==> src/rtl/pt_enc_rep_if.sv <==
// Handshake and data bundle between the word assembler (master) and the
// tri-state encoder (slave).
interface pt_enc_rep_if #(
    parameter int NBITS = 12,
    parameter int RW    = 4
);
    logic                 ld;
    logic [2*NBITS-1:0]   ad;
    logic [RW-1:0]        rep;
    logic                 abort;
    logic                 q;
    logic                 busy;
    logic                 done;

    modport master (
        output ld, ad, rep, abort,
        input  q, busy, done
    );

    modport slave (
        input  ld, ad, rep, abort,
        output q, busy, done
    );
endinterface

==> src/rtl/pt_enc_rep.sv <==
// PT2262-style tri-state encoder: NBITS code bits plus a sync bit per frame,
// repeated rep+1 times, with the tick rate divided down from clk.
module pt_enc_rep #(
    parameter int NBITS    = 12,
    parameter int TICK_DIV = 1,
    parameter int RW       = 4
) (
    input  logic         clk,
    input  logic         rst,
    pt_enc_rep_if.slave  bus
);
    localparam int DW = $clog2(TICK_DIV) + 1;
    localparam int IW = $clog2(NBITS) + 1;

    localparam logic [DW-1:0] DIV_LAST  = DW'(TICK_DIV - 1);
    localparam logic [DW-1:0] DIV_ONE   = DW'(1);
    localparam logic [IW-1:0] BIT_MSB   = IW'(NBITS - 1);
    localparam logic [IW-1:0] BIT_ONE   = IW'(1);
    localparam logic [RW:0]   FRAME_ONE = (RW+1)'(1);
    localparam logic [6:0]    BIT_LAST  = 7'd31;
    localparam logic [6:0]    SYNC_LAST = 7'd127;

    typedef enum logic [1:0] {S_IDLE, S_BIT, S_SYNC} state_t;

    state_t               state_q, state_d;
    logic [DW-1:0]        div_q, div_d;
    logic [6:0]           phase_q, phase_d;
    logic [IW-1:0]        bit_q, bit_d;
    logic [RW:0]          frame_q, frame_d;
    logic [2*NBITS-1:0]   ad_q, ad_d;
    logic [RW-1:0]        rep_q, rep_d;
    logic                 q_q, q_d;
    logic                 busy_q, busy_d;
    logic                 done_q, done_d;

    logic [1:0]           code_arr [NBITS];
    logic [1:0]           code_cur;
    logic [6:0]           phase_inc;

    for (genvar gi = 0; gi < NBITS; gi++) begin : g_code
        assign code_arr[gi] = ad_q[2*gi +: 2];
    end

    // Level of one tick inside a code bit; both halves of every pattern start high.
    function automatic logic bit_level(input logic [1:0] code, input logic [4:0] ph);
        case (code)
            2'b01:   bit_level = (ph[3:0] < 4'd12);
            2'b10:   bit_level = ph[4] ? (ph[3:0] < 4'd12) : (ph[3:0] < 4'd4);
            default: bit_level = (ph[3:0] < 4'd4);
        endcase
    endfunction

    always_comb begin
        code_cur = 2'b00;
        for (int i = 0; i < NBITS; i++) begin
            if (bit_q == IW'(i)) code_cur = code_arr[i];
        end
    end

    assign phase_inc = phase_q + 7'd1;

    always_comb begin
        state_d = state_q;
        div_d   = div_q;
        phase_d = phase_q;
        bit_d   = bit_q;
        frame_d = frame_q;
        ad_d    = ad_q;
        rep_d   = rep_q;
        q_d     = q_q;
        busy_d  = busy_q;
        done_d  = 1'b0;

        case (state_q)
            S_IDLE: begin
                q_d = 1'b0;
                if (bus.ld && !bus.abort) begin
                    state_d = S_BIT;
                    ad_d    = bus.ad;
                    rep_d   = bus.rep;
                    div_d   = '0;
                    phase_d = '0;
                    bit_d   = BIT_MSB;
                    frame_d = '0;
                    q_d     = 1'b1;
                    busy_d  = 1'b1;
                end
            end
            default: begin
                if (bus.abort) begin
                    state_d = S_IDLE;
                    div_d   = '0;
                    phase_d = '0;
                    bit_d   = '0;
                    frame_d = '0;
                    q_d     = 1'b0;
                    busy_d  = 1'b0;
                end else if (div_q != DIV_LAST) begin
                    div_d = div_q + DIV_ONE;
                end else begin
                    div_d = '0;
                    if (state_q == S_BIT) begin
                        if (phase_q != BIT_LAST) begin
                            phase_d = phase_inc;
                            q_d     = bit_level(code_cur, phase_inc[4:0]);
                        end else begin
                            phase_d = '0;
                            q_d     = 1'b1;
                            if (bit_q != '0) bit_d = bit_q - BIT_ONE;
                            else             state_d = S_SYNC;
                        end
                    end else if (phase_q != SYNC_LAST) begin
                        phase_d = phase_inc;
                        q_d     = (phase_inc < 7'd4);
                    end else if (frame_q == {1'b0, rep_q}) begin
                        state_d = S_IDLE;
                        phase_d = '0;
                        bit_d   = '0;
                        frame_d = '0;
                        q_d     = 1'b0;
                        busy_d  = 1'b0;
                        done_d  = 1'b1;
                    end else begin
                        state_d = S_BIT;
                        phase_d = '0;
                        bit_d   = BIT_MSB;
                        frame_d = frame_q + FRAME_ONE;
                        q_d     = 1'b1;
                    end
                end
            end
        endcase
    end

    always_ff @(posedge clk or negedge rst) begin
        if (!rst) begin
            state_q <= S_IDLE;
            div_q   <= '0;
            phase_q <= '0;
            bit_q   <= '0;
            frame_q <= '0;
            ad_q    <= '0;
            rep_q   <= '0;
            q_q     <= 1'b0;
            busy_q  <= 1'b0;
            done_q  <= 1'b0;
        end else begin
            state_q <= state_d;
            div_q   <= div_d;
            phase_q <= phase_d;
            bit_q   <= bit_d;
            frame_q <= frame_d;
            ad_q    <= ad_d;
            rep_q   <= rep_d;
            q_q     <= q_d;
            busy_q  <= busy_d;
            done_q  <= done_d;
        end
    end

    assign bus.q    = q_q;
    assign bus.busy = busy_q;
    assign bus.done = done_q;
endmodule

==> src/flat_wrapper.sv <==
// flat-port wrapper written by rule: the top's interface ports become plain ports
module pt_enc_rep_flat 
#(
    parameter int NBITS    = 12,
    parameter int TICK_DIV = 1,
    parameter int RW       = 4
)
  (clk, rst, bus_ld, bus_ad, bus_rep, bus_abort, bus_q, bus_busy, bus_done);
  pt_enc_rep_if #(.NBITS(NBITS), .RW(RW)) bus_i ();
  input  logic clk;
  input  logic rst;
  input wire logic [$bits(bus_i.ld)-1:0] bus_ld;
  input wire logic [$bits(bus_i.ad)-1:0] bus_ad;
  input wire logic [$bits(bus_i.rep)-1:0] bus_rep;
  input wire logic [$bits(bus_i.abort)-1:0] bus_abort;
  output wire logic [$bits(bus_i.q)-1:0] bus_q;
  output wire logic [$bits(bus_i.busy)-1:0] bus_busy;
  output wire logic [$bits(bus_i.done)-1:0] bus_done;
  assign bus_i.ld = bus_ld;
  assign bus_i.ad = bus_ad;
  assign bus_i.rep = bus_rep;
  assign bus_i.abort = bus_abort;
  assign bus_q = bus_i.q;
  assign bus_busy = bus_i.busy;
  assign bus_done = bus_i.done;
  pt_enc_rep #(.NBITS(NBITS), .TICK_DIV(TICK_DIV), .RW(RW)) u_core (.clk(clk), .rst(rst), .bus(bus_i));
endmodule
==> config.mk <==
export PLATFORM = sky130hd
export DESIGN_NAME = pt_enc_rep_flat
export DESIGN_NICKNAME = d
export VERILOG_FILES = /design/src/rtl/pt_enc_rep_if.sv /design/src/rtl/pt_enc_rep.sv /design/src/flat_wrapper.sv
export SDC_FILE = /design/constraint.sdc
export NUM_CORES = 1
export LEC_CHECK = 0
export ABC_AREA = 1
export CORE_MARGIN = 5
export CORE_UTILIZATION = 40
export CTS_BUF_LIST = sky130_fd_sc_hd__clkbuf_4 sky130_fd_sc_hd__clkbuf_8 sky130_fd_sc_hd__clkbuf_16
export DETAILED_ROUTE_END_ITERATION = 6
export PLACE_DENSITY = 0.7
export REMOVE_ABC_BUFFERS = 1
export SYNTH_ARGS = -nofsm -noshare
export SYNTH_HDL_FRONTEND = slang
export SYNTH_SLANG_ARGS = --single-unit
==> constraint.sdc <==
create_clock -name clk -period 7.25 [get_ports clk]
set_input_delay 1.0875 -clock clk [delete_from_list [all_inputs] [get_ports clk]]
set_output_delay 1.0875 -clock clk [all_outputs]
set_load 0.1 [all_outputs]
==> results.md, run 1 <==
* Unrepaired setup endpoints after global routing: false
* Cell Area, Synth at 0.00287 mm²
* Final Hold Vio Count at 0
* DRT antenna net count at 0
* Global-route wire length before repair at 9960 µm
* Die W at 94.7 µm
* Wirelength per Cell at 12.0 µm
* P_int at 809 µW
* Crit path buffers/inverters at 1
* Top cells by area, synth: dfrtp_1 44%, mux2_4 10%, nand2_1 8.6%, inv_1 7.5%, o21ai_0 5.1%
* Share of post-route cells with drive strength above 1 at 11.7%
* Die area at 0.00896 mm²
* Status: finished clean
* Synthesis-stage register bit count at 50
* Ant diodes at 0
* Most frequent cell after synthesis: nand2_1
* Syn Inst Count at 329
* Register area at 0.00125 mm²
* PwrDens at 421 mW/mm²
* Area Growth Syn to Fin at 17.8%
* DP Wirelength at 4250 µm
* Clock share of power at 11.3%
* CTS Buffer Depth at 2
* Nets at 408
* Register-to-Register Path Depth at 20
* Total Power at 1.42 mW
* Worst skew pair latency at 0.30 ns
* Grt ovf at 0
* Crit Path Class: register to output port
* Slew @ Worst Pin at 1.10 ns
* Synth top area share at 43.6%
* Synth Area per Inst at 8.71 µm²
* Starting density of the core at 41.7%
* Final std cells w/o fill at 462
* Vias in the first global route at 2,277
* Number of top-level design ports at 35
* Tcrit/Tclk final at 39.7%
* Comb power frac at 55.3%
* Gpl congestion at 0.833
* Dominant cell type by area after synthesis: dfrtp_1
* Crit path largest cell delay at 1.13 ns
* Max Slew Vio Count at 0
* CP required at 6.16 ns
* Clock sinks at 50
* Core ar. at 0.00687 mm²
* DRT iter0 DRCs at 81
* Crit path max-delay family: buffers and inverters
* Total track usage at 13.8%
* Total Routed Length at 5520 µm
* NetSw at 613 µW
* CTS tree: done
* Leakage power at 1.67 nW
* FFs w/ async S/R, synth at 100%
* VDD IR max at 0.159 mV
* Vias per cell at 4.72
* DRC at 0
* Largest net degree at the start of global routing at 51
* Crit path depth at 1
* Die Height at 94.7 µm
* Final setup TNS at 0 ns
* Hold_buf cts at 0
* Drt pass-1 iters at 4
* Final setup viols at 0
* Critical path arrival at 1.79 ns
* Sequential fraction of the synthesis area at 43.6%
* Flop pwr share at 33.5%
* Post-synth EDFFs at 0
* Initial antenna violation count at 0
* Leading post-synthesis cells by instance count: 66 x nand2_1, 57 x inv_1, 50 x dfrtp_1
* CP max-delay cell: clkdlybuf4s50_1
* Final min period at 2.88 ns
* Clk pin slew, worst setup/hold paths at 0.09 ns
* H-tree depth at 2
* Post-CTS setup buffers at 0
* Area of the multi-input gates at 0.00137 mm²
* Worst-path cell chain: clkdlybuf4s50_1
* Port buffer count at 34
* Max-cap viol count at 0
* Fillers at 648
* Top_reg_cell synth: dfrtp_1
* Warnings, synthesis at 0
* Via count at 2,181
* Worst Skew at 0.00797 ns
* PostCTS Resize Cnt at 0
* Placed instance count at 456
* Count of different cell masters after synthesis at 29
* Sw Ratio at 43.1%
* Startpoint types: register
* Root Buffer: clkbuf_8
* Slew headroom at 27.0%
* Placement row count at 30
* Crit. End Element: output port
* HP Class: register to register
* Hold Path Depth at 2
* F_max at 348 MHz
* Max Fanout on Critical Path at 1
* CTS buffer count at 5
## power groups by stage
stage | sequential, mW | combinational (mW) | clock (mW)
final | 0.476 | 0.786 | 0.160
after global routing | 0.493 | 0.891 | 0.179
after CTS | 0.477 | 0.791 | 0.167
after detailed placement | 0.482 | 0.789 | 0
after global placement | 0.478 | 0.760 | 0
after floorplan | 0.496 | 0.595 | 0
## metrics by stage
step                instance area (µm²)  setup WS, ns  util [%]  hold WS (ns)
global route                       3380          4.08      49.2         0.533
global placement                   3290          4.17      48.0         0.462
finish                             3380          4.37      49.2         0.489
floorplan                          2840          4.77         -         0.471
CTS                                3380          4.36      49.2         0.497
detailed placement                 3290          4.08      48.0         0.476
## registers in the layout, summed over array words and instances, names as in the netlist
name,flops
u_core.phase_q,7
u_core.state_q,2
u_core.bus.busy,1
u_core.frame_q,5
u_core.bus.q,1
u_core.rep_q,4
u_core.bus.done,1
u_core.bit_q,5
u_core.ad_q,24
## final timing paths
check	startpoint	to	slack (ns)
setup reg to reg	u_core.bit_q[0]	u_core.bus.q	4.43
hold / removal	u_core.bus.busy	u_core.bus.busy	0.49
max in group asynchronous	rst	u_core.ad_q[20]	5.59
min in group asynchronous	rst	u_core.ad_q[17]	0.97
hold reg to reg	u_core.bus.busy	u_core.bus.busy	0.49
setup / recovery	u_core.bus.q	bus_q	4.37
## placed cells by master, fill, tap and decap left out
cell type,instances
o211ai_1,1
nor2_2,2
inv_2,2
or2_2,2
clkdlybuf4s50_1,33
nand2_1,66
o21ai_0,29
nor3_1,3
nand3_2,2
buf_2,1
inv_1,57
mux2_4,20
nand3_1,18
dfrtp_1,50
nand4_1,4
o21bai_1,1
nand2_4,2
ha_1,9
nor2_1,24
a21oi_1,13
clkbuf_8,6
mux2_2,4
nor2_8,1
nor3b_1,1
o221ai_1,1
xor2_1,5
a31oi_1,2
a21o_1,1
o22ai_1,5
nor3_4,1
## layer usage
layer	track usage (%)	routed length, µm	vias up
met5	0	0	-
met4	4.69	59	0
met3	3.03	158	8
met2	22.6	2650	37
met1	18.1	2650	1007
li1	-	-	1129
## kinds of logic after synthesis
logic type / count (synthesis) / share of synthesized area [%]
AO/OA/AOI/OAI: 53 / 9.95
XOR/XNOR: 5 / 1.53
adder cells (fa/ha/maj): 9 / 3.93
buffers and inverters: 62 / 8.69
flip-flops: 50 / 43.6
multiplexers: 24 / 12.0
AND/OR/NAND/NOR: 126 / 20.2
## final cells by class
| type | count | area share (%) |
|---|---|---|
| clock buffers | 6 | 2.45 |
| inverters | 59 | 6.56 |
| multi-input cells | 217 | 40.5 |
| flip-flops and latches | 50 | 37.1 |
| well taps | 96 | 3.56 |
| repair buffers | 34 | 9.93 |
(Power assumes the default switching activity.)
==> inputs of run 2 (changes only) <==
Clock period 7.25 ns to 2.8 ns, I/O delays scaled along.
==> run 2 against run 1 <==
Net effect: register-to-register slack worse by 4.2 ns; sequential power grew to 2.6 times the previous value; global-route usage down 0.29 points; cell count up 1.1%; via count is 1.6% higher; design area increased by 2.5%; die area stayed put; largest cell class unchanged.
==> results.md, run 2 (synthesized netlist as in run 1, its figures left out) <==
* Startpoint types: register
* Total track usage at 13.5%
* Die Height at 94.7 µm
* HP Class: primary input to async pin
* Global-route wire length before repair at 9740 µm
* DP Wirelength at 4270 µm
* PwrDens at 1120 mW/mm²
* Status: finished clean
* Final setup viols at 0
* Starting density of the core at 41.7%
* Max Fanout on Critical Path at 5
* CTS Buffer Depth at 2
* F_max at 393 MHz
* Gpl congestion at 0.876
* Area of the multi-input gates at 0.00139 mm²
* Slew @ Worst Pin at 0.623 ns
* Area Growth Syn to Fin at 20.8%
* Placement row count at 30
* Root Buffer: clkbuf_8
* CTS tree: done
* Worst Skew at 0.0102 ns
* DRT antenna net count at 0
* Hold_buf cts at 0
* Biggest regs: u_core.ad_q (24), u_core.phase_q (7)
* Final Hold Vio Count at 0
* Core ar. at 0.00687 mm²
* Crit. End Element: register
* Grt ovf at 0
* Vias in the first global route at 2,299
* Number of top-level design ports at 35
* H-tree depth at 2
* DRC at 0
* Ant diodes at 0
* Worst-path cell chain: inv_2 > ha_1 > nand2_2 > nor2_4 > nand3_1 > a21oi_1 > o21bai_1 > nand2_1 > nand2_1 > nand2_1 > nand2_1 > nand2_1 > nand2_1 > nand2_1 > o21ai_0 > ha_1 > o21ai_1 > nand4_1 > nand2_1 > o21ai_0
* Via count at 2,216
* Final setup margin at 0.259 ns
* DRT iter0 DRCs at 86
* Commonest non-fill, non-tap cell in the layout: nand2_1
* Leakage power at 1.71 nW
* Biggest register: u_core.ad_q
* Total Power at 3.87 mW
* Crit Path Class: register to register
* Final min period at 2.54 ns
* Slew headroom at 58.5%
* Hold_ws at 0.200 ns
* Vias per cell at 4.75
* Clk pin slew, worst setup/hold paths at 0.09 ns
* Clock sinks at 50
* CP required at 2.98 ns
* Max Slew Vio Count at 0
* Die area at 0.00896 mm²
* Max reg flops at 24
* Total Routed Length at 5520 µm
* Post-CTS setup buffers at 0
* Largest net degree at the start of global routing at 51
* Share of post-route cells with drive strength above 1 at 15.6%
* CP max-delay cell: dfrtp_1
* Wirelength per Cell at 11.8 µm
* Most frequent CP cell: nand2_1
* Initial antenna violation count at 0
* Crit path largest cell delay at 0.44 ns
* Fillers at 653
* Tcrit/Tclk final at 90.8%
* Most frequent cells in the layout: 65 x nand2_1, 54 x inv_1, 50 x dfrtp_1, 30 x clkdlybuf4s50_1, 28 x o21ai_0
* Nets at 412
* Die W at 94.7 µm
* CTS buffer count at 5
* Worst skew pair latency at 0.31 ns
* Port buffer count at 34
* Drt pass-1 iters at 4
* Place WS at 0.0617 ns
* Max-cap viol count at 0
* Critical path arrival at 2.72 ns
* Register area at 0.00125 mm²
* PostCTS Resize Cnt at 0
* VDD IR max at 0.521 mV
## run 2: cell types whose count changed in the layout (fill, tap and decap cells not counted), sizes merged
cell | before | now
buf | 1 | 8
bufinv | 0 | 1
clkdlybuf4s50 | 33 | 30
## run 2: metal layers
| layer | wire, µm | up-vias | track usage [%] |
|---|---|---|---|
| met4 | 68 | 0 | 4.45 |
| met1 | 2520 | 1032 | 15.9 |
| li1 | - | 1139 | - |
| met3 | 217 | 7 | 3.43 |
| met5 | 0 | - | 0 |
| met2 | 2720 | 38 | 23.9 |
## run 2: stage by stage
stage	area (µm²)	util (%)	cells	TNS [ns]
after floorplan	2840	-	326	0
after detailed placement	3330	48.5	460	0
after global routing	3460	50.4	467	-0.0112
after CTS	3440	50.1	467	0
after global placement	3330	48.5	460	0
final	3460	50.4	467	0
## run 2: layout make-up
cell class	count	area share (%)
clock inverter	1	0.867
timing repair buffer	38	10.7
multi-input combinational	217	40.0
clock buffer	6	2.39
sequential	50	36.1
tap	96	3.47
inverter	59	6.40
## run 2: worst paths after layout
check	from	end	slack (ns)	depth (start not counted)
setup / recovery	u_core.bit_q[1]	u_core.bus.q	0.26	20
hold / removal	rst	u_core.ad_q[12]	0.20	2
setup reg to reg	u_core.bit_q[1]	u_core.bus.q	0.26	20
hold reg to reg	u_core.bus.busy	u_core.bus.busy	0.50	2
max in group asynchronous	rst	u_core.bus.q	2.17	2
min in group clk	u_core.bus.busy	u_core.bus.busy	0.50	2
## run 2: critical path, delay by kind of cell (launching register included)
family,cells,cell delay (ns)
AO/OA/AOI/OAI,5,0.49
adder cells (fa/ha/maj),2,0.46
buffers and inverters,1,0.11
flip-flops,1,0.44
AND/OR/NAND/NOR,12,0.91
## run 2: where the power goes
part	internal (mW)	leakage, nW	total [mW]	switching, mW
Clock	0.286	0.0573	0.519	0.233
Sequential	1.03	0.616	1.24	0.208
Combinational	0.929	1.04	2.12	1.19
Total	2.24	1.71	3.87	1.63
==> inputs of run 3 (changes only) <==
Settings changed: CELL_PAD_IN_SITES_DETAIL_PLACEMENT set to 1, CELL_PAD_IN_SITES_GLOBAL_PLACEMENT set to 2, CORE_MARGIN 5 to unset, CORE_UTILIZATION 40 to 34, CTS_CLUSTER_DIAMETER set to 200, PLACE_DENSITY 0.7 to 0.89.
==> run 3 against run 2 <==
Net effect: critical path type unchanged; total power rose by 1.2%; design area rose by 1.4%; via count is 4.2% higher; critical endpoint unchanged; wire length is 16% higher; worst hold slack better by 0.032 ns; critical path depth unchanged; die area shrank 1.8%; register-to-register slack got worse by 0.03 ns; cell count increased by 3.4%; global-route usage is 2.2 points higher.
==> results.md, run 3 (synthesized netlist as in run 1, its figures left out) <==
* Max reg flops at 24
* DP Wirelength at 4800 µm
* Critical path arrival at 2.73 ns
* Via count at 2,308
* Comb power frac at 57.8%
* Slew @ Worst Pin at 0.642 ns
* Largest net degree at the start of global routing at 51
* Place WS at -0.0246 ns
* HP Class: primary input to async pin
* CTS tree: done
* Wirelength per Cell at 13.3 µm
* Slew headroom at 57.2%
* DRT iter0 DRCs at 72
* Max Slew Vio Count at 0
* Die Height at 93.8 µm
* Die area at 0.00880 mm²
* Die W at 93.8 µm
* Nets at 419
* Final Hold Vio Count at 0
* Starting density of the core at 35.1%
* Max Fanout on Critical Path at 5
* Drt pass-1 iters at 4
* CTS buffer count at 5
* Final min period at 2.57 ns
* Port buffer count at 34
* Crit Path Class: register to register
* Global-route wire length before repair at 10,900 µm
* PwrDens at 1120 mW/mm²
* VDD IR max at 0.306 mV
* Vias in the first global route at 2,245
* Total track usage at 15.7%
* Total Routed Length at 6430 µm
* Area Growth Syn to Fin at 22.5%
* Gpl congestion at 0.864
* F_max at 388 MHz
* Vias per cell at 4.78
* Number of top-level design ports at 35
* Root Buffer: clkbuf_8
* CP max-delay cell: dfrtp_1
* Most frequent CP cell: nand2_1
* DRT antenna net count at 0
* Flop pwr share at 31.8%
* DRC at 0
* Ant diodes at 0
* Tcrit/Tclk final at 92.0%
* Biggest register: u_core.ad_q
* Hold_buf cts at 0
* Grt ovf at 0
* Fillers at 1,001
* Share of post-route cells with drive strength above 1 at 19.8%
* Commonest non-fill, non-tap cell in the layout: nand2_1
* Startpoint types: register
* Crit. End Element: register
* Initial antenna violation count at 0
* Leakage power at 1.73 nW
* Total Power at 3.92 mW
* NetSw at 1.73 mW
* Worst skew pair latency at 0.30 ns
* Crit path largest cell delay at 0.43 ns
* CP required at 2.95 ns
* Clk pin slew, worst setup/hold paths at 0.10 ns
* Sw Ratio at 44.0%
* P_int at 2.19 mW
* Core ar. at 0.00818 mm²
* Status: finished clean
* Placement row count at 33
* Most frequent cells in the layout: 61 x nand2_1, 54 x inv_1, 50 x dfrtp_1, 30 x clkdlybuf4s50_1, 27 x o21ai_0
* Clock sinks at 50
* Worst Skew at 0.00977 ns
* Max-cap viol count at 0
* CTS Buffer Depth at 2
* Final setup viols at 0
* Clock share of power at 10.4%
* Final setup margin at 0.225 ns
* Biggest regs: u_core.ad_q (24), u_core.phase_q (7)
* Worst-path cell chain: inv_2 > ha_1 > nand2_2 > inv_1 > nand2_2 > o21ai_1 > o21bai_1 > nand2_1 > nand2_1 > nand2_1 > nand2_1 > nand2_1 > nand2_1 > nand2_1 > o21ai_0 > ha_2 > o21ai_0 > nand4_1 > nand2_1 > o21ai_0
* H-tree depth at 2
* FF-to-FF setup slack at 0.23 ns
## run 3: changes by cell type in the layout (fill, tap and decap cells not counted), moves of 2 or more
cell,previous run,this run
ha_2,0,3
buf_4,6,14
nand2_1,65,61
nor2_2,3,5
nor2_1,21,19
clkinv_2,0,2
ha_1,9,6
nand2_2,1,4
## run 3: worst paths after layout
check,endpoint,cells after the start,startpoint
setup / recovery,u_core.bus.q,20,u_core.bit_q[0]
hold / removal,u_core.frame_q[3],2,rst
setup reg to reg,u_core.bus.q,20,u_core.bit_q[0]
hold reg to reg,u_core.bus.busy,2,u_core.bus.busy
max in group asynchronous,u_core.bus.done,2,rst
min in group clk,u_core.bus.busy,2,u_core.bus.busy
## run 3: critical path: cells and delay by family (launching register included)
| family | cells | cell delay (ns) |
|---|---|---|
| and+or+nand+nor | 11 | 0.76 |
| adders and majority gates | 2 | 0.49 |
| AOI/OAI and AO/OA | 5 | 0.51 |
| DFF | 1 | 0.43 |
| buffers and inverters | 2 | 0.23 |
## run 3: layout make-up
| cell class | instances | area (µm²) | share of cell area [%] |
|---|---|---|---|
| multi-input cells | 217 | 1420 | 40.4 |
| flip-flops and latches | 50 | 1250 | 35.6 |
| repair buffers | 45 | 410 | 11.7 |
| inverters | 59 | 221 | 6.31 |
| well taps | 105 | 131 | 3.74 |
| clock buffers | 5 | 68.8 | 1.96 |
| clock inverters | 2 | 10.0 | 0.285 |
## run 3: metal layers
layer / wire length, µm / up-vias / global-route usage, %
li1: - / 1157 / -
met1: 3170 / 1120 / 22.4
met2: 3040 / 26 / 24.9
met3: 148 / 5 / 1.46
met4: 74 / 0 / 5.00
met5: 0 / - / 0
## run 3: metrics by stage
stage | instances | utilization [%] | hold WS, ns | cell area [µm²] | setup TNS, ns
floorplan | 326 | - | 0.124 | 2840 | 0
global placement | 470 | 40.8 | 0.459 | 3340 | 0
detailed placement | 470 | 40.8 | 0.473 | 3340 | -0.0246
CTS | 477 | 41.8 | 0.243 | 3420 | 0
global route | 483 | 43.0 | 0.289 | 3510 | -0.0121
finish | 483 | 43.0 | 0.233 | 3510 | 0
## run 3: power by group through the flow
stage               registers, mW  clock network [mW]  logic, mW
global route                 1.28               0.462       2.55
floorplan                    1.28                   0       1.54
CTS                          1.25               0.436       2.15
global placement             1.25                   0       2.06
detailed placement           1.26                   0       2.13
finish                       1.25               0.408       2.26
## run 3: what timing repair did
item,4_1_cts,5_1_grt
gates resized for setup,1,21
setup buffers,0,6
endpoints found under the setup margin,1,1
cloned,0,0
pin swaps,0,4
